<file path="src/rtl/mem_arbiter.sv">
// Two-port arbiter sequencing a single strobe-driven memory between instruction fetch and data port.
// Define MEM_ARB_RR_EN for round-robin tie-breaking; otherwise the data port always wins ties.
`timescale 1ns/1ps

module mem_arbiter #(
    parameter int AWIDTH        = 15,
    parameter int DWIDTH        = 11,
    parameter int STROBE_CYCLES = 2
) (
    input  logic              clk,
    input  logic              rst_n,
    input  logic              if_req,
    input  logic [AWIDTH-1:0] if_addr,
    output logic              if_ack,
    output logic [DWIDTH-1:0] if_rdata,
    input  logic              dp_req,
    input  logic              dp_we,
    input  logic [AWIDTH-1:0] dp_addr,
    input  logic [DWIDTH-1:0] dp_wdata,
    output logic              dp_ack,
    output logic [DWIDTH-1:0] dp_rdata,
    output logic              mem_wr,
    output logic              mem_rd,
    output logic [AWIDTH-1:0] mem_addr,
    output logic [DWIDTH-1:0] mem_wdata,
    input  logic [DWIDTH-1:0] mem_rdata,
    output logic              busy
);

    typedef enum logic [1:0] {IDLE, ACCESS, RELEASE} state_t;
    typedef enum logic {OWN_IF = 1'b0, OWN_DP = 1'b1} owner_t;

    localparam logic [3:0] CNT_INIT = 4'(STROBE_CYCLES - 1);

    state_t            state, state_nxt;
    owner_t            owner, owner_nxt;
    logic [3:0]        cnt, cnt_nxt;
    logic              mem_wr_nxt, mem_rd_nxt, if_ack_nxt, dp_ack_nxt;
    logic [AWIDTH-1:0] mem_addr_nxt;
    logic [DWIDTH-1:0] mem_wdata_nxt, if_rdata_nxt, dp_rdata_nxt;
    logic              grant_dp;

`ifdef MEM_ARB_RR_EN
    owner_t last, last_nxt;

    // On a tie, serve whichever port was not granted most recently.
    assign grant_dp = dp_req && (!if_req || (last == OWN_IF));
`else
    assign grant_dp = dp_req;
`endif

    // NOTE: every next-state variable gets a default first, so no path through the case infers a latch.
    always_comb begin
        state_nxt     = state;
        owner_nxt     = owner;
        cnt_nxt       = cnt;
        mem_wr_nxt    = mem_wr;
        mem_rd_nxt    = mem_rd;
        mem_addr_nxt  = mem_addr;
        mem_wdata_nxt = mem_wdata;
        if_rdata_nxt  = if_rdata;
        dp_rdata_nxt  = dp_rdata;
        if_ack_nxt    = 1'b0;
        dp_ack_nxt    = 1'b0;
`ifdef MEM_ARB_RR_EN
        last_nxt      = last;
`endif
        unique case (state)
            IDLE: begin
                if (if_req || dp_req) begin
                    owner_nxt = grant_dp ? OWN_DP : OWN_IF;
                    if (grant_dp) begin
                        mem_addr_nxt  = dp_addr;
                        mem_wdata_nxt = dp_wdata;
                    end else begin
                        mem_addr_nxt  = if_addr;
                    end
                    mem_wr_nxt = grant_dp && dp_we;
                    mem_rd_nxt = !(grant_dp && dp_we);
                    cnt_nxt    = CNT_INIT;
                    state_nxt  = ACCESS;
`ifdef MEM_ARB_RR_EN
                    last_nxt   = grant_dp ? OWN_DP : OWN_IF;
`endif
                end
            end
            ACCESS: begin
                if (cnt == 4'd0) begin
                    mem_wr_nxt = 1'b0;
                    mem_rd_nxt = 1'b0;
                    if (owner == OWN_DP) begin
                        dp_ack_nxt = 1'b1;
                        if (mem_rd) dp_rdata_nxt = mem_rdata;
                    end else begin
                        if_ack_nxt   = 1'b1;
                        if_rdata_nxt = mem_rdata;
                    end
                    state_nxt = RELEASE;
                end else begin
                    cnt_nxt = cnt - 4'd1;
                end
            end
            // Strobes low for one cycle while addr/wdata stay put to give the memory hold time.
            RELEASE: state_nxt = IDLE;
            default: state_nxt = IDLE;
        endcase
    end

    // NOTE: sequential state uses non-blocking assignments so every register sees pre-edge values.
    always_ff @(posedge clk or negedge rst_n) begin
        if (!rst_n) begin
            state     <= IDLE;
            owner     <= OWN_IF;
            cnt       <= 4'd0;
            mem_wr    <= 1'b0;
            mem_rd    <= 1'b0;
            mem_addr  <= '0;
            mem_wdata <= '0;
            if_rdata  <= '0;
            dp_rdata  <= '0;
            if_ack    <= 1'b0;
            dp_ack    <= 1'b0;
            busy      <= 1'b0;
`ifdef MEM_ARB_RR_EN
            last      <= OWN_IF;
`endif
        end else begin
            state     <= state_nxt;
            owner     <= owner_nxt;
            cnt       <= cnt_nxt;
            mem_wr    <= mem_wr_nxt;
            mem_rd    <= mem_rd_nxt;
            mem_addr  <= mem_addr_nxt;
            mem_wdata <= mem_wdata_nxt;
            if_rdata  <= if_rdata_nxt;
            dp_rdata  <= dp_rdata_nxt;
            if_ack    <= if_ack_nxt;
            dp_ack    <= dp_ack_nxt;
            busy      <= (state_nxt != IDLE);
`ifdef MEM_ARB_RR_EN
            last      <= last_nxt;
`endif
        end
    end

endmodule
</file>
<file path="config.mk">
export PLATFORM = sky130hd
export DESIGN_NAME = mem_arbiter
export DESIGN_NICKNAME = d
export VERILOG_FILES = /design/src/rtl/mem_arbiter.sv
export SDC_FILE = /design/constraint.sdc
export NUM_CORES = 1
export LEC_CHECK = 0
export BUFFER_PORTS_ARGS = -buffer_cell sky130_fd_sc_hd__buf_2
export CAP_MARGIN = 20
export CORE_MARGIN = 3
export CORE_UTILIZATION = 30
export CTS_BUF_LIST = sky130_fd_sc_hd__clkbuf_4
export DETAILED_ROUTE_END_ITERATION = 16
export GPL_TIMING_DRIVEN = 1
export PLACE_DENSITY = 0.61
export SLEW_MARGIN = 20
export SYNTH_ARGS = -nofsm -noshare
export SYNTH_HDL_FRONTEND = slang
export SYNTH_SLANG_ARGS = --single-unit
export TNS_END_PERCENT = 10
</file>
<file path="constraint.sdc">
create_clock -name clk -period 2.2 [get_ports clk]
set_input_delay 0.11 -clock clk [delete_from_list [all_inputs] [get_ports clk]]
set_output_delay 0.11 -clock clk [all_outputs]
set_load 0.05 [all_outputs]
</file>
# Word level (Yosys, flattened, before mapping)
# Cells that the tools add are included.
[totals] regBits=60 elab_cells=50 output_inout_bits=53
[classes] bitwise_logic=1 reduce_logical=13 mux=19 n_eq_ne=4 n_addsub=1
[ops] op="$mux W15" n=1
[ops] op="$reduce_and A3 Y1" n=4
[ops] op="$mux W1" n=10
[ops] op="$mux W4" n=2
[ops] op="$pmux W4 S2" n=1
[ops] op="$ne A2 B2 Y1 const B" n=3
[ops] op="$logic_not A4 Y1" n=1
[ops] op="$mux W2" n=2
[ops] op="$pmux W1 S2" n=2
[ops] op="$pmux W2 S2" n=1
[ops] op="$reduce_and A4 Y1" n=1
[ops] op="$reduce_bool A2 Y1" n=2
[ops] op="$sub A4 B1 Y4 const B" n=1
[ops] op="$eq A2 B1 Y1 const B" n=1
[ops] op="$logic_not A2 Y1" n=1
[ops] op="$reduce_and A2 Y1" n=1
[ops] op="$logic_and A1 B1 Y1" n=1
[ops] op="$logic_not A1 Y1" n=1
[ops] op="$logic_or A1 B1 Y1" n=1
[ops] op="$not A1 Y1" n=1

# Depth between registers and ports, before layout
# Gate-level depths: netlist of run 1.
[depth] ltp_word=4 depth_mapped=6 ltp_nobuf=5

# Worst setup path after synthesis of run 1
# No wires, ideal clock.
[synth_path] path_type="register to register" from="register cnt[0]" to="register dp_rdata[10]" arrival_ns=1.585 setup_time_ns=0.125 synth_period_minus_slack_ns=1.710 t_required_ns=2.075 path_stages_with_launch=7 slack_ns=0.490 cell_sequence="dfrtp_1 > inv_1 > ha_1 > nor4b_4 > and4_1 > buf_4 > mux2_2"
[synth_via] elab_chain_cells=2
[synth_rtl] element="start: declaration" line="37" source="logic [3:0] cnt, cnt_nxt;"
[synth_rtl] element="start signal: assignment" line="130" source="cnt <= cnt_nxt;"
[synth_rtl] element="$logic_not A4 Y1" line="88" source="if (cnt == 4'd0) begin"
[synth_rtl] element="$reduce_and A4 Y1 (no line)"
[synth_rtl] element="end signal: assignment" line="136" source="dp_rdata <= dp_rdata_nxt;"
[synth_rtl] element="end: declaration" line="21" source="output logic [DWIDTH-1:0] dp_rdata,"
# Every way passes these cells.
# A chain may end at the register's enable or synchronous reset.

# Final worst setup path of run 1
[layout_path] from="register cnt[0]" to="register dp_rdata[3]"
# The elaborated chain is that of the path after synthesis.

==> impl_summary.txt, run 1 <==
----------------------------------------------------
[Setup path]
  Crit path max-delay family ... simple AND/OR/NAND/NOR gates
  Required time at the worst-slack endpoint ... 2460 ps
  CP startpoint kind ... flip-flop
  Highest fanout seen on the critical path ... 11
  Type of the worst setup path ... reg2reg
  Slowest stage delay, CP ... 390 ps
  Critical-path top delay cell ... sky130_fd_sc_hd__dfrtp_1
  Arrival time of data at the critical path endpoint ... 2100 ps
  Critical-path cell list ... inv_1 -> ha_1 -> nor4b_4 -> and4_1 -> buf_4 -> mux2_2
  Kind of end point of the critical path ... flip-flop
  Buf/Inv on CP ... 2

[Final layout]
  Growth of design area from synthesis to finish ... 46.0%
  Final design instance area without fill ... 0.00365 mm²
  Fraction of layout instances using a drive strength above 1 ... between 40% and 50%
  Net total in the final layout ... 398
  Count of inserted antenna diode cells ... 0

[Synth]
  Syn_nets ... 246
  Yosys cell types ... 25
  Share of synthesized registers carrying an async set or reset ... 100%
  EDFF count, synth ... 0
  Number of instances in the synthesized netlist ... around 190
  Mean instance size in the synthesized netlist ... 13.3 µm²
  Share of synthesized area occupied by flip-flops and latches ... approximately three fifths
  Flip-flop cell with the highest count after synthesis ... sky130_fd_sc_hd__dfrtp_1
  Synth warn ... 0
  Number of flip-flops and latches in the synthesized netlist ... 60
  Mapped cell area ... ~0.0025 mm²

[Power and ir drop]
  Switch Pwr ... 3.05 mW
  Power per Cell Area ... 1620 mW/mm²
  Switching part of the total ... between 50% and 60%
  Clock share of power ... 10.1%
  Logic pwr share ... 57.0%
  Worst IR Drop VDD ... 0.737 mV
  Pint ... 2.86 mW
  Sequential share of power ... 32.8%
  P_leak ... 1.83 nW

[Timing]
  Worst Clk Skew ... ~11 ps
  Number of max-slew violations in the final report ... 0
  Max transition margin ... between 30 and 40%
  Setup repair after global routing missed its margin ... false
  Worst Hold Margin ... ~28 ps
  Final Setup Violations ... 0
  Sum of negative setup slack ... 0 ps
  Tightest Pin Transition ... 908 ps
  Count of endpoints failing hold in the final timing report ... 0
  Upper clock frequency limit ... around 540 MHz
  Period utilization ... 83.4%
  Min Clock Period, post-route ... 1840 ps

[Placed design]
  Number of I/O port buffers ... 109
  DPL Wire Length ... about 4000 µm
  Weighted congestion reported at the end of routability-driven placement ... approximately 0.69
  Cell area after placement ... 0.00317 mm²

[Routing]
  Wire length per cell after detailed routing ... 13.5 µm
  DRT iter0 DRCs ... 48
  Residual DRC count ... 0
  Overall routed net length ... 6040 µm
  Post-detailed-route count of antenna-violating nets ... 0
  Number of vias per cell ... about 4.5
  Routed via count ... about 2,000
  Pre-antenna DRT Iters ... 4

[Die]
  Die span in y ... 97.3 µm
  Floorplan core area ... roughly 0.0079 mm²
  Die Outline Area ... 0.00946 mm²
  I/O pins ... 110
  Effective utilization at floorplan ... 31.7%
  Die W ... between 90 and 100 µm
  Site Rows ... 32

[Clock network]
  Clock tree from TritonCTS ... yes
  Clock Path Buffers ... 2
  Worst skew pair latency ... 380 ps
  Clock transition at the registers of the reported paths ... 90 ps
  Clock sink count ... 60
  # H-tree levels ... 3
  CTS buffer count ... 9
  Cts repair resizes ... 0
  Root Driver ... sky130_fd_sc_hd__clkbuf_4

[Run status]
  Outcome ... finished, final reports clean

[Global routing]
  Antenna violations before repair ... 0
  Pin count of the biggest net entering global routing ... 41
  Vias in the first global route ... 2,186
  Wire length of the first global-routing pass ... between 10,000 and 15,000 µm
  GRT Residual Overflow ... 0
  Total track usage ... 13.3%

[Job]
  Max_cap viols ... 0

[Hold path]
  Min-Delay Path Class ... in2reg

----------------------------------------------------
layout by cell type, fill, tap and decap left out, types with 2 or more instances in the layout:
| cell | n |
|---|---|
| sky130_fd_sc_hd__a31o_2 | 2 |
| sky130_fd_sc_hd__and4_1 | 2 |
| sky130_fd_sc_hd__buf_2 | 109 |
| sky130_fd_sc_hd__buf_4 | 4 |
| sky130_fd_sc_hd__clkbuf_4 | 11 |
| sky130_fd_sc_hd__clkinv_1 | 2 |
| sky130_fd_sc_hd__clkinv_2 | 2 |
| sky130_fd_sc_hd__dfrtp_1 | 60 |
| sky130_fd_sc_hd__dlygate4sd3_1 | 38 |
| sky130_fd_sc_hd__inv_1 | 4 |
| sky130_fd_sc_hd__mux2_2 | 35 |
| sky130_fd_sc_hd__mux2i_1 | 17 |
| sky130_fd_sc_hd__nand2_1 | 4 |
| sky130_fd_sc_hd__nand3b_1 | 2 |
| sky130_fd_sc_hd__nor2_1 | 4 |
| sky130_fd_sc_hd__nor3_1 | 2 |
| sky130_fd_sc_hd__o21ai_0 | 32 |
| sky130_fd_sc_hd__or2_2 | 2 |
cells by family after synthesis:
group	synth area share, %
compound gates	8.36
mux	22.6
buf+inv	2.75
simple gates	5.71
fa+ha+maj	0.501
flops	60.1
synth_stat cells (2+ instances only):
cell,n,area [µm²]
sky130_fd_sc_hd__or2_2,2,12.5
sky130_fd_sc_hd__nand3b_1,2,15.0
sky130_fd_sc_hd__mux2i_1,17,170
sky130_fd_sc_hd__inv_1,4,15.0
sky130_fd_sc_hd__clkbuf_1,5,18.8
sky130_fd_sc_hd__mux2_2,35,394
sky130_fd_sc_hd__dfrtp_1,60,1500
sky130_fd_sc_hd__nor3_1,2,10.0
sky130_fd_sc_hd__nor2_1,4,15.0
sky130_fd_sc_hd__and4_1,2,17.5
sky130_fd_sc_hd__buf_4,2,15.0
sky130_fd_sc_hd__nand2_1,4,15.0
sky130_fd_sc_hd__o21ai_0,33,165
sky130_fd_sc_hd__a31o_2,2,17.5
sky130_fd_sc_hd__buf_2,4,20.0
layout make-up:
type / instances / area (µm²)
Tap cell: 102 / 128
Fill cell: 756 / 4240
Clock buffer: 11 / 82.6
Sequential cell: 60 / 1500
Multi-Input combinational cell: 113 / 928
Timing Repair Buffer: 152 / 976
Clock inverter: 4 / 17.5
Inverter: 4 / 15.0
through the flow:
step	utilization [%]	power, mW	worst slack [ps]	cells
after floorplan	-	4.51	490	188
after global placement	40.2	5.25	430	393
after detailed placement	40.2	5.32	365	393
after CTS	46.3	6.01	343	446
after global routing	46.3	6.29	274	446
final	46.3	5.91	365	446
state kept, by name, indices dropped and copies added, names as in the netlist:
register / count
cnt: 4
owner: 1
state: 2
busy: 1
mem_rd: 1
if_ack: 1
mem_wdata: 11
mem_addr: 15
mem_wr: 1
dp_rdata: 11
if_rdata: 11
dp_ack: 1
worst paths after layout:
kind	slack, ps	from	endpoint	cells after the start
min reg2reg	510	if_rdata[2]	if_rdata[2]	1
min in group asynchronous	400	rst_n	mem_addr[0]	2
max in group asynchronous	1180	rst_n	cnt[0]	3
min	30	if_addr[3]	mem_addr[3]	3
max	360	cnt[0]	dp_rdata[3]	6
max reg2reg	360	cnt[0]	dp_rdata[3]	6
timing repair:
action                    in CTS  in global routing
hold buffers                  38                  0
setup buffers                  0                  0
hold endpoints to repair      82                  0
worst register-to-register path, delay by kind of cell, from the launching register on:
kind	cells	cell delay [ps]
AND/OR/NAND/NOR	2	500
flip-flops	1	390
multiplexers	1	360
buffers and inverters	2	270
adder cells (fa/ha/maj)	1	210
per-layer routing:
| layer | up-vias | global-route usage [%] | wire length, µm |
|---|---|---|---|
| met5 | - | 0 | 0 |
| met2 | 68 | 22.1 | 3000 |
| met3 | 5 | 5.24 | 420 |
| met4 | 0 | 2.98 | 56 |
| met1 | 968 | 16.4 | 2570 |
| li1 | 984 | - | - |
power by group through the flow:
stage               logic [mW]  registers (mW)  clock network, mW
floorplan                0.929            3.58                  0
global placement          3.30            1.95                  0
detailed placement        3.35            1.97                  0
CTS                       3.41            1.95              0.646
global route              3.58            2.01              0.699
finish                    3.37            1.94              0.599
(Power assumes the default switching activity.)
==> inputs of run 2 (changes only) <==
--- a/config.mk
+++ b/config.mk
@@ -12,7 +12,7 @@
 export CTS_BUF_LIST = sky130_fd_sc_hd__clkbuf_4
 export DETAILED_ROUTE_END_ITERATION = 16
 export GPL_TIMING_DRIVEN = 1
-export PLACE_DENSITY = 0.61
+export PLACE_DENSITY = 0.63
 export SLEW_MARGIN = 20
 export SYNTH_ARGS = -nofsm -noshare
 export SYNTH_HDL_FRONTEND = slang
==> constraint.sdc (replaced) <==
create_clock -name clk -period 1.6 [get_ports clk]
set_input_delay 0.08 -clock clk [delete_from_list [all_inputs] [get_ports clk]]
set_output_delay 0.08 -clock clk [all_outputs]
set_load 0.05 [all_outputs]
==> run 2 against run 1 <==
The run now ends with setup timing left. Design area increased by 11%. Die area unchanged. Largest power group unchanged. Register-to-register slack got worse by 410 ps. Worst hold slack improved by 61 ps. First-iteration DRC count increased by 10%. Setup slack got worse by 410 ps. Critical endpoint is now if_rdata[10]. Routed wire length increased by 11%.
==> impl_summary.txt, run 2 (same netlist as run 1, synthesis figures left out) <==
----------------------------------------------------
[Run status]
  Outcome ... finished with violations
  Failing checks ... setup timing

[Clock network]
  Clock sink count ... 60 (unchanged)
  # H-tree levels ... 3 (unchanged)
  CTS buffer count ... 9 (unchanged)
  Root Driver ... sky130_fd_sc_hd__clkbuf_4
  Clock transition at the registers of the reported paths ... 100 ps (about the same)
  Clock Path Buffers ... 2 (unchanged)
  Worst skew pair latency ... 390 ps (about the same)
  Clock tree from TritonCTS ... yes

[Final layout]
  Filler instances ... 724 (-4.2%)
  Register bank with the most flops ... mem_addr
  Final core utilization ... 51.4% (+5.2 points)
  Top library cells by usage in the layout, fill and taps aside ... 109 x sky130_fd_sc_hd__buf_2, 60 x sky130_fd_sc_hd__dfrtp_1, 54 x sky130_fd_sc_hd__dlygate4sd3_1, 32 x sky130_fd_sc_hd__o21ai_0, 24 x sky130_fd_sc_hd__mux2_2
  Cell Count, Final, Fillers Out ... 481 (+7.8%)
  Area used by multi-input combinational logic ... 0.00100 mm² (+8.1%)
  Final design instance area without fill ... 0.00406 mm² (+11%)
  Net total in the final layout ... 431 (+8.3%)
  Footprint of the flip-flops and latches ... 0.00150 mm² (unchanged)
  Fraction of layout instances using a drive strength above 1 ... 50.3% (+1.7 points)
  Max FFs per register ... 15 (unchanged)
  Growth of design area from synthesis to finish ... 62.4%
  Commonest non-fill, non-tap cell in the layout ... sky130_fd_sc_hd__buf_2

[Setup path]
  R2R Path End ... if_rdata[10]
  Arrival time of data at the critical path endpoint ... 1910 ps (-190 ps)
  Highest fanout seen on the critical path ... 6 (-5)
  CP startpoint kind ... flip-flop
  Kind of end point of the critical path ... flip-flop
  Reg2Reg Setup Slack ... -40 ps (-410 ps)
  Startpoint of the lowest-slack register-to-register path ... cnt[0]
  Slowest stage delay, CP ... 410 ps (+20 ps)
  Total stage count of the critical path ... 7 (+1)
  Cells on worst reg2reg path ... 7 (+1)
  Type of the worst setup path ... reg2reg
  Crit path max-delay family ... flip-flops
  Buf/Inv on CP ... 3 (+1)
  Critical-path cell list ... inv_2 -> ha_4 -> nor4b_4 -> buf_4 -> nand3b_1 -> buf_6 -> mux2_2
  Required time at the worst-slack endpoint ... 1870 ps (-590 ps)
  Critical-path top delay cell ... sky130_fd_sc_hd__dfrtp_1

[Routing]
  Number of vias per cell ... 4.55 (+0.19%)
  Routed via count ... 2,188 (+8.0%)
  Overall routed net length ... 6710 µm (+11%)
  Residual DRC count ... 0 (unchanged)
  Pre-antenna DRT Iters ... 6 (+2)
  Wire length per cell after detailed routing ... 14.0 µm (+3.1%)
  DRT iter0 DRCs ... 53 (+10%)
  Post-detailed-route count of antenna-violating nets ... 0 (unchanged)

[Power and ir drop]
  Pint ... 4.45 mW (+55%)
  Switching part of the total ... 49.7% (-1.8 points)
  Power per Cell Area ... 2180 mW/mm² (+35%)
  Sequential share of power ... 30.0% (-2.8 points)
  Clock share of power ... 11.2% (+1.1 points)
  Switch Pwr ... 4.40 mW (+44%)
  Logic pwr share ... 58.9% (+1.9 points)
  P_leak ... 2.03 nW (+11%)
  Worst IR Drop VDD ... 1.02 mV (+38%)

[Global routing]
  Total track usage ... 15.0% (+1.7 points)
  Vias in the first global route ... 2,366 (+8.2%)
  Met2 track demand over resource in global routing ... 25.5% (+3.4 points)
  GRT Residual Overflow ... 0 (unchanged)
  Antenna violations before repair ... 1 (+1)
  Met1 Track Usage GR ... 17.4% (+0.98 points)
  Global Route met3 Usage ... 3.59% (-1.7 points)
  Busiest metal layer after global routing ... met2
  Pin count of the biggest net entering global routing ... 61 (+49%)
  Wire length of the first global-routing pass ... 11,400 µm (+11%)

[Hold path]
  Origin of the worst min-delay path ... dp_we
  Worst Hold Depth ... 3 (unchanged)
  End point of the worst hold path ... mem_wr
  Min-Delay Path Class ... in2reg

[Placed design]
  Cell area after placement ... 0.00326 mm² (+2.8%)
  Number of I/O port buffers ... 109 (unchanged)
  Weighted congestion reported at the end of routability-driven placement ... 0.756 (+10%)
  DPL Wire Length ... 4270 µm (+5.5%)
  Cell count after placement ... 403 (+2.5%)

[Timing]
  Count of endpoints failing hold in the final timing report ... 0 (unchanged)
  Tightest Pin Transition ... 479 ps (-429 ps)
  Period utilization ... 103% (+19 points)
  Sum of negative setup slack ... -582 ps (-582 ps)
  Number of max-slew violations in the final report ... 0 (unchanged)
  Min Clock Period, post-route ... 1640 ps (-194 ps)
  Upper clock frequency limit ... 609 MHz (+12%)
  PnR worst setup slack ... -41.2 ps (-406 ps)
  Worst Clk Skew ... 10.2 ps (-0.530 ps)
  Setup repair after global routing missed its margin ... true
  Max transition margin ... 67.9% (+28 points)
  Final Setup Violations ... 23 (+23)

[Die]
  Effective utilization at floorplan ... 31.7% (unchanged)
  Site Rows ... 32 (unchanged)
  Die Outline Area ... 0.00946 mm² (unchanged)
  Die W ... 97.3 µm (unchanged)
  I/O pins ... 110 (unchanged)
  Die span in y ... 97.3 µm (unchanged)
  Floorplan core area ... 0.00789 mm² (unchanged)

[Job]
  Max_cap viols ... 0 (unchanged)

----------------------------------------------------
==> run 2: worst reg2reg max path: stages, from the launching register on <==
cell and delay (ps):
sky130_fd_sc_hd__dfrtp_1 410, sky130_fd_sc_hd__inv_2 80, sky130_fd_sc_hd__ha_4 130, sky130_fd_sc_hd__nor4b_4 200, sky130_fd_sc_hd__buf_4 150, sky130_fd_sc_hd__nand3b_1 120
sky130_fd_sc_hd__buf_6 170, sky130_fd_sc_hd__mux2_2 270
==> run 2: routing by layer <==
layer	routed length (µm)	part of all wire, %	up-vias
met5	0	0	-
met4	154	2.3	0
met3	344	5.1	14
met2	3500	52	66
met1	2710	40	1065
li1	-	-	1043
==> run 2: what timing repair did <==
| action | in CTS | in global routing |
|---|---|---|
| setup endpoints to repair | 11 | 48 |
| hold endpoints to repair | 109 | 0 |
| resized for setup | 14 | 8 |
| buffers inserted | 4 | 3 |
| pin swaps | 2 | 2 |
| hold buffers | 54 | 0 |
==> run 2: final cells by class <==
| cell class | count | share of cell area [%] |
|---|---|---|
| clock inverters | 7 | 1.42 |
| inverters | 4 | 0.370 |
| diodes | 1 | 0.0617 |
| flip-flops and latches | 60 | 37.0 |
| multi-input cells | 113 | 24.7 |
| well taps | 102 | 3.15 |
| clock buffers | 9 | 1.67 |
| repair buffers | 185 | 31.6 |
==> run 2: power groups by stage <==
stage	clock, mW	sequential [mW]	combinational [mW]
global placement	0	2.65	4.76
global route	1.10	2.74	5.54
floorplan	0	4.93	1.31
detailed placement	0	2.67	4.82
CTS	1.04	2.65	5.11
finish	0.990	2.65	5.21
==> run 2: worst max-delay path by stage <==
stage | end | startpoint
after floorplan | dp_rdata[10] | cnt[1]
after global placement | dp_rdata[2] | cnt[1]
after detailed placement | dp_rdata[2] | cnt[1]
after CTS | dp_rdata[0] | cnt[0]
after global routing | if_rdata[9] | cnt[1]
final | if_rdata[10] | cnt[0]
==> run 2: per-stage QoR <==
step / power [mW] / worst slack (ps) / hold slack, ps
after floorplan: 6.23 / -34.5 / -216
after global placement: 7.40 / -66.8 / 112
after detailed placement: 7.49 / -118 / 119
after CTS: 8.80 / -44.2 / 62.2
after global routing: 9.38 / -141 / 70.3
final: 8.85 / -41.2 / 89.0
==> inputs of run 3 (changes only) <==
--- a/config.mk
+++ b/config.mk
@@ -12,7 +12,7 @@
 export CTS_BUF_LIST = sky130_fd_sc_hd__clkbuf_4
 export DETAILED_ROUTE_END_ITERATION = 16
 export GPL_TIMING_DRIVEN = 1
-export PLACE_DENSITY = 0.63
+export PLACE_DENSITY = 0.61
 export SLEW_MARGIN = 20
 export SYNTH_ARGS = -nofsm -noshare
 export SYNTH_HDL_FRONTEND = slang
==> constraint.sdc (replaced) <==
create_clock -name clk -period 2 [get_ports clk]
set_input_delay 0.1 -clock clk [delete_from_list [all_inputs] [get_ports clk]]
set_output_delay 0.1 -clock clk [all_outputs]
set_load 0.05 [all_outputs]
==> run 3 against run 2 <==
The run now ends clean. Combinational power decreased by 28%. Routed wire length shrank 7.3%. Worst hold slack worse by 68 ps. Critical path depth down 1. Design area is 7.1% lower. Sequential power down 20%. Via count decreased by 5.5%. Final cell count is 5.4% lower. Clock skew is 6.9 ps higher. Register-to-register slack improved by 230 ps. Sequential cell count unchanged. Clock-buffer cell count is the same. Critical endpoint is now dp_rdata[0]. Largest power group unchanged.
==> impl_summary.txt, run 3 (same netlist as run 1, synthesis figures left out) <==
----------------------------------------------------
[Routing]
  Post-detailed-route count of antenna-violating nets ... 0 (unchanged)
  Overall routed net length ... 6230 µm (-7.3%)
  Number of vias per cell ... 4.55 (about the same)
  Residual DRC count ... 0 (unchanged)
  Pre-antenna DRT Iters ... 4 (-2)
  DRT iter0 DRCs ... 31 (-42%)
  Routed via count ... 2,068 (-5.5%)
  Wire length per cell after detailed routing ... 13.7 µm (-2.0%)

[Job]
  Max_cap viols ... 0 (unchanged)

[Die]
  Die span in y ... 97.3 µm (unchanged)
  I/O pins ... 110 (unchanged)
  Die W ... 97.3 µm (unchanged)
  Site Rows ... 32 (unchanged)
  Floorplan core area ... 0.00789 mm² (unchanged)
  Effective utilization at floorplan ... 31.7% (unchanged)
  Die Outline Area ... 0.00946 mm² (unchanged)

[Global routing]
  Wire length of the first global-routing pass ... 10,700 µm (-6.4%)
  Pin count of the biggest net entering global routing ... 51 (-16%)
  Antenna violations before repair ... 0 (-1)
  GRT Residual Overflow ... 0 (unchanged)
  Vias in the first global route ... 2,267 (-4.2%)
  Total track usage ... 13.8% (-1.1 points)

[Setup path]
  R2R Path End ... dp_rdata[0]
  Buf/Inv on CP ... 2 (-1)
  Total stage count of the critical path ... 6 (-1)
  Crit path max-delay family ... simple AND/OR/NAND/NOR gates
  Cells on worst reg2reg path ... 6 (-1)
  Launch point of the critical path ... cnt[0]
  Startpoint of the lowest-slack register-to-register path ... cnt[0]
  Highest fanout seen on the critical path ... 11 (+5)
  Critical-path cell list ... inv_1 -> ha_1 -> nor4b_4 -> and4_1 -> buf_12 -> mux2_2
  CP startpoint kind ... flip-flop
  Arrival time of data at the critical path endpoint ... 2090 ps (+180 ps)
  Kind of end point of the critical path ... flip-flop
  Reg2Reg Setup Slack ... 190 ps (+230 ps)
  Crit path to ... dp_rdata[0]
  Slowest stage delay, CP ... 380 ps (-30 ps)
  Required time at the worst-slack endpoint ... 2280 ps (+410 ps)
  Type of the worst setup path ... reg2reg
  Critical-path top delay cell ... sky130_fd_sc_hd__dfrtp_1

[Power and ir drop]
  Clock share of power ... 11.8% (+0.6 points)
  Switch Pwr ... 3.40 mW (-23%)
  Power per Cell Area ... 1770 mW/mm² (-19%)
  P_leak ... 1.87 nW (-7.9%)
  Worst IR Drop VDD ... 0.681 mV (-33%)
  Switching part of the total ... 50.9% (+1.2 points)
  Logic pwr share ... 56.4% (-2.5 points)
  Pint ... 3.28 mW (-26%)
  Sequential share of power ... 31.8% (+1.8 points)

[Placed design]
  DPL Wire Length ... 4160 µm (-2.5%)
  Cell count after placement ... 395 (-2.0%)
  Number of I/O port buffers ... 109 (unchanged)
  Weighted congestion reported at the end of routability-driven placement ... 0.694 (-8.3%)

[Timing]
  Min Clock Period, post-route ... 1810 ps (+173 ps)
  Final Setup Violations ... 0 (-100%)
  Setup repair after global routing missed its margin ... false
  Upper clock frequency limit ... 551 MHz (-9.5%)
  Number of max-slew violations in the final report ... 0 (unchanged)
  Period utilization ... 90.7% (-12 points)
  Max transition margin ... 64.0% (-3.9 points)
  Worst Hold Margin ... 21.4 ps (-67.5 ps)
  Count of endpoints failing hold in the final timing report ... 0 (unchanged)
  Tightest Pin Transition ... 540 ps (+61.0 ps)
  Worst Clk Skew ... 17.1 ps (+6.88 ps)
  Sum of negative setup slack ... 0 ps (+582 ps)

[Clock network]
  Clock sink count ... 60 (unchanged)
  Worst skew pair latency ... 390 ps (about the same)
  Cts repair resizes ... 0 (-14)
  Clock Path Buffers ... 2 (unchanged)
  Root Driver ... sky130_fd_sc_hd__clkbuf_4
  # H-tree levels ... 3 (unchanged)
  Clock transition at the registers of the reported paths ... 100 ps (about the same)
  CTS buffer count ... 9 (unchanged)
  Clock tree from TritonCTS ... yes

[Final layout]
  Commonest non-fill, non-tap cell in the layout ... sky130_fd_sc_hd__buf_2
  Register bank with the most flops ... mem_addr
  Growth of design area from synthesis to finish ... 50.9%
  Footprint of the flip-flops and latches ... 0.00150 mm² (unchanged)
  Net total in the final layout ... 407 (-5.6%)
  Count of inserted antenna diode cells ... 0 (-1)
  Area used by multi-input combinational logic ... 928 µm² (-7.5%)
  Fraction of layout instances using a drive strength above 1 ... 47.6% (-2.7 points)
  Filler instances ... 729 (+0.69%)
  Top library cells by usage in the layout, fill and taps aside ... 109 x sky130_fd_sc_hd__buf_2, 60 x sky130_fd_sc_hd__dfrtp_1, 45 x sky130_fd_sc_hd__dlygate4sd3_1, 35 x sky130_fd_sc_hd__mux2_2, 32 x sky130_fd_sc_hd__o21ai_0
  Max FFs per register ... 15 (unchanged)
  Cell Count, Final, Fillers Out ... 455 (-5.4%)

[Hold path]
  Min-Delay Path Class ... in2reg

[Run status]
  Outcome ... finished, final reports clean

----------------------------------------------------
## run 3: cell types whose count changed in the layout (fill, tap and decap cells not counted), moves of 5 or more
cell	previous run	this run
sky130_fd_sc_hd__buf_4	16	5
sky130_fd_sc_hd__mux2_2	24	35
sky130_fd_sc_hd__mux2_4	11	0
sky130_fd_sc_hd__dlygate4sd3_1	54	45
sky130_fd_sc_hd__buf_6	5	0
## run 3: how the worst min path moves through the flow
stage                          start            to  slack [ps]  depth (start not counted)
after floorplan                rst_n          busy        -200                          0
after global placement         rst_n  mem_addr[12]          -7                          1
after detailed placement       rst_n  mem_addr[12]        -0.9                          1
after CTS                 dp_addr[5]   mem_addr[5]           2                          3
after global routing      dp_addr[7]   mem_addr[7]          30                          3
final                     dp_addr[7]   mem_addr[7]          20                          3
## run 3: cell type report
class	instances	share of cell area, %
Clock inverter	6	1.49
Inverter	4	0.398
Sequential cell	60	39.8
Tap cell	102	3.39
Multi-Input combinational cell	113	24.6
Timing Repair Buffer	161	28.5
Clock buffer	9	1.79
## run 3: metal layers
layer  up-vias  global-route usage (%)  share of wire [%]
met4         0                    6.28                2.1
met2        71                    23.3                 49
met3        13                    3.30                5.9
met5         -                       0                  0
li1        999                       -                  -
met1       985                    16.8                 43
## run 3: tightest hold or removal path: cells and delay by family
family / cells / cell delay (ps)
AOI/OAI and AO/OA: 1 / 140
buffers and inverters: 1 / 70
muxes: 1 / 60
## run 3: timing repair
action,CTS,global route
setup endpoints to repair,0,0
hold buffers,45,0
hold endpoints to repair,106,0
buffers inserted,0,0
## run 3: per-stage QoR
step	instance area, µm²	utilization, %	total power, mW	setup WS [ps]
6_report	3770	47.8	6.68	186
5_1_grt	3770	47.8	7.08	75.8
4_1_cts	3770	47.8	6.76	147
3_5_place_dp	3200	40.5	5.88	158
3_3_place_gp	3200	40.5	5.81	240
2_1_floorplan	2500	-	4.96	290
## run 3: power by group through the flow
stage / clock network (mW) / logic (mW) / registers, mW
final: 0.788 / 3.77 / 2.12
after global routing: 0.885 / 4.00 / 2.20
after CTS: 0.827 / 3.81 / 2.13
after detailed placement: 0 / 3.73 / 2.15
after global placement: 0 / 3.68 / 2.12
after floorplan: 0 / 1.02 / 3.94
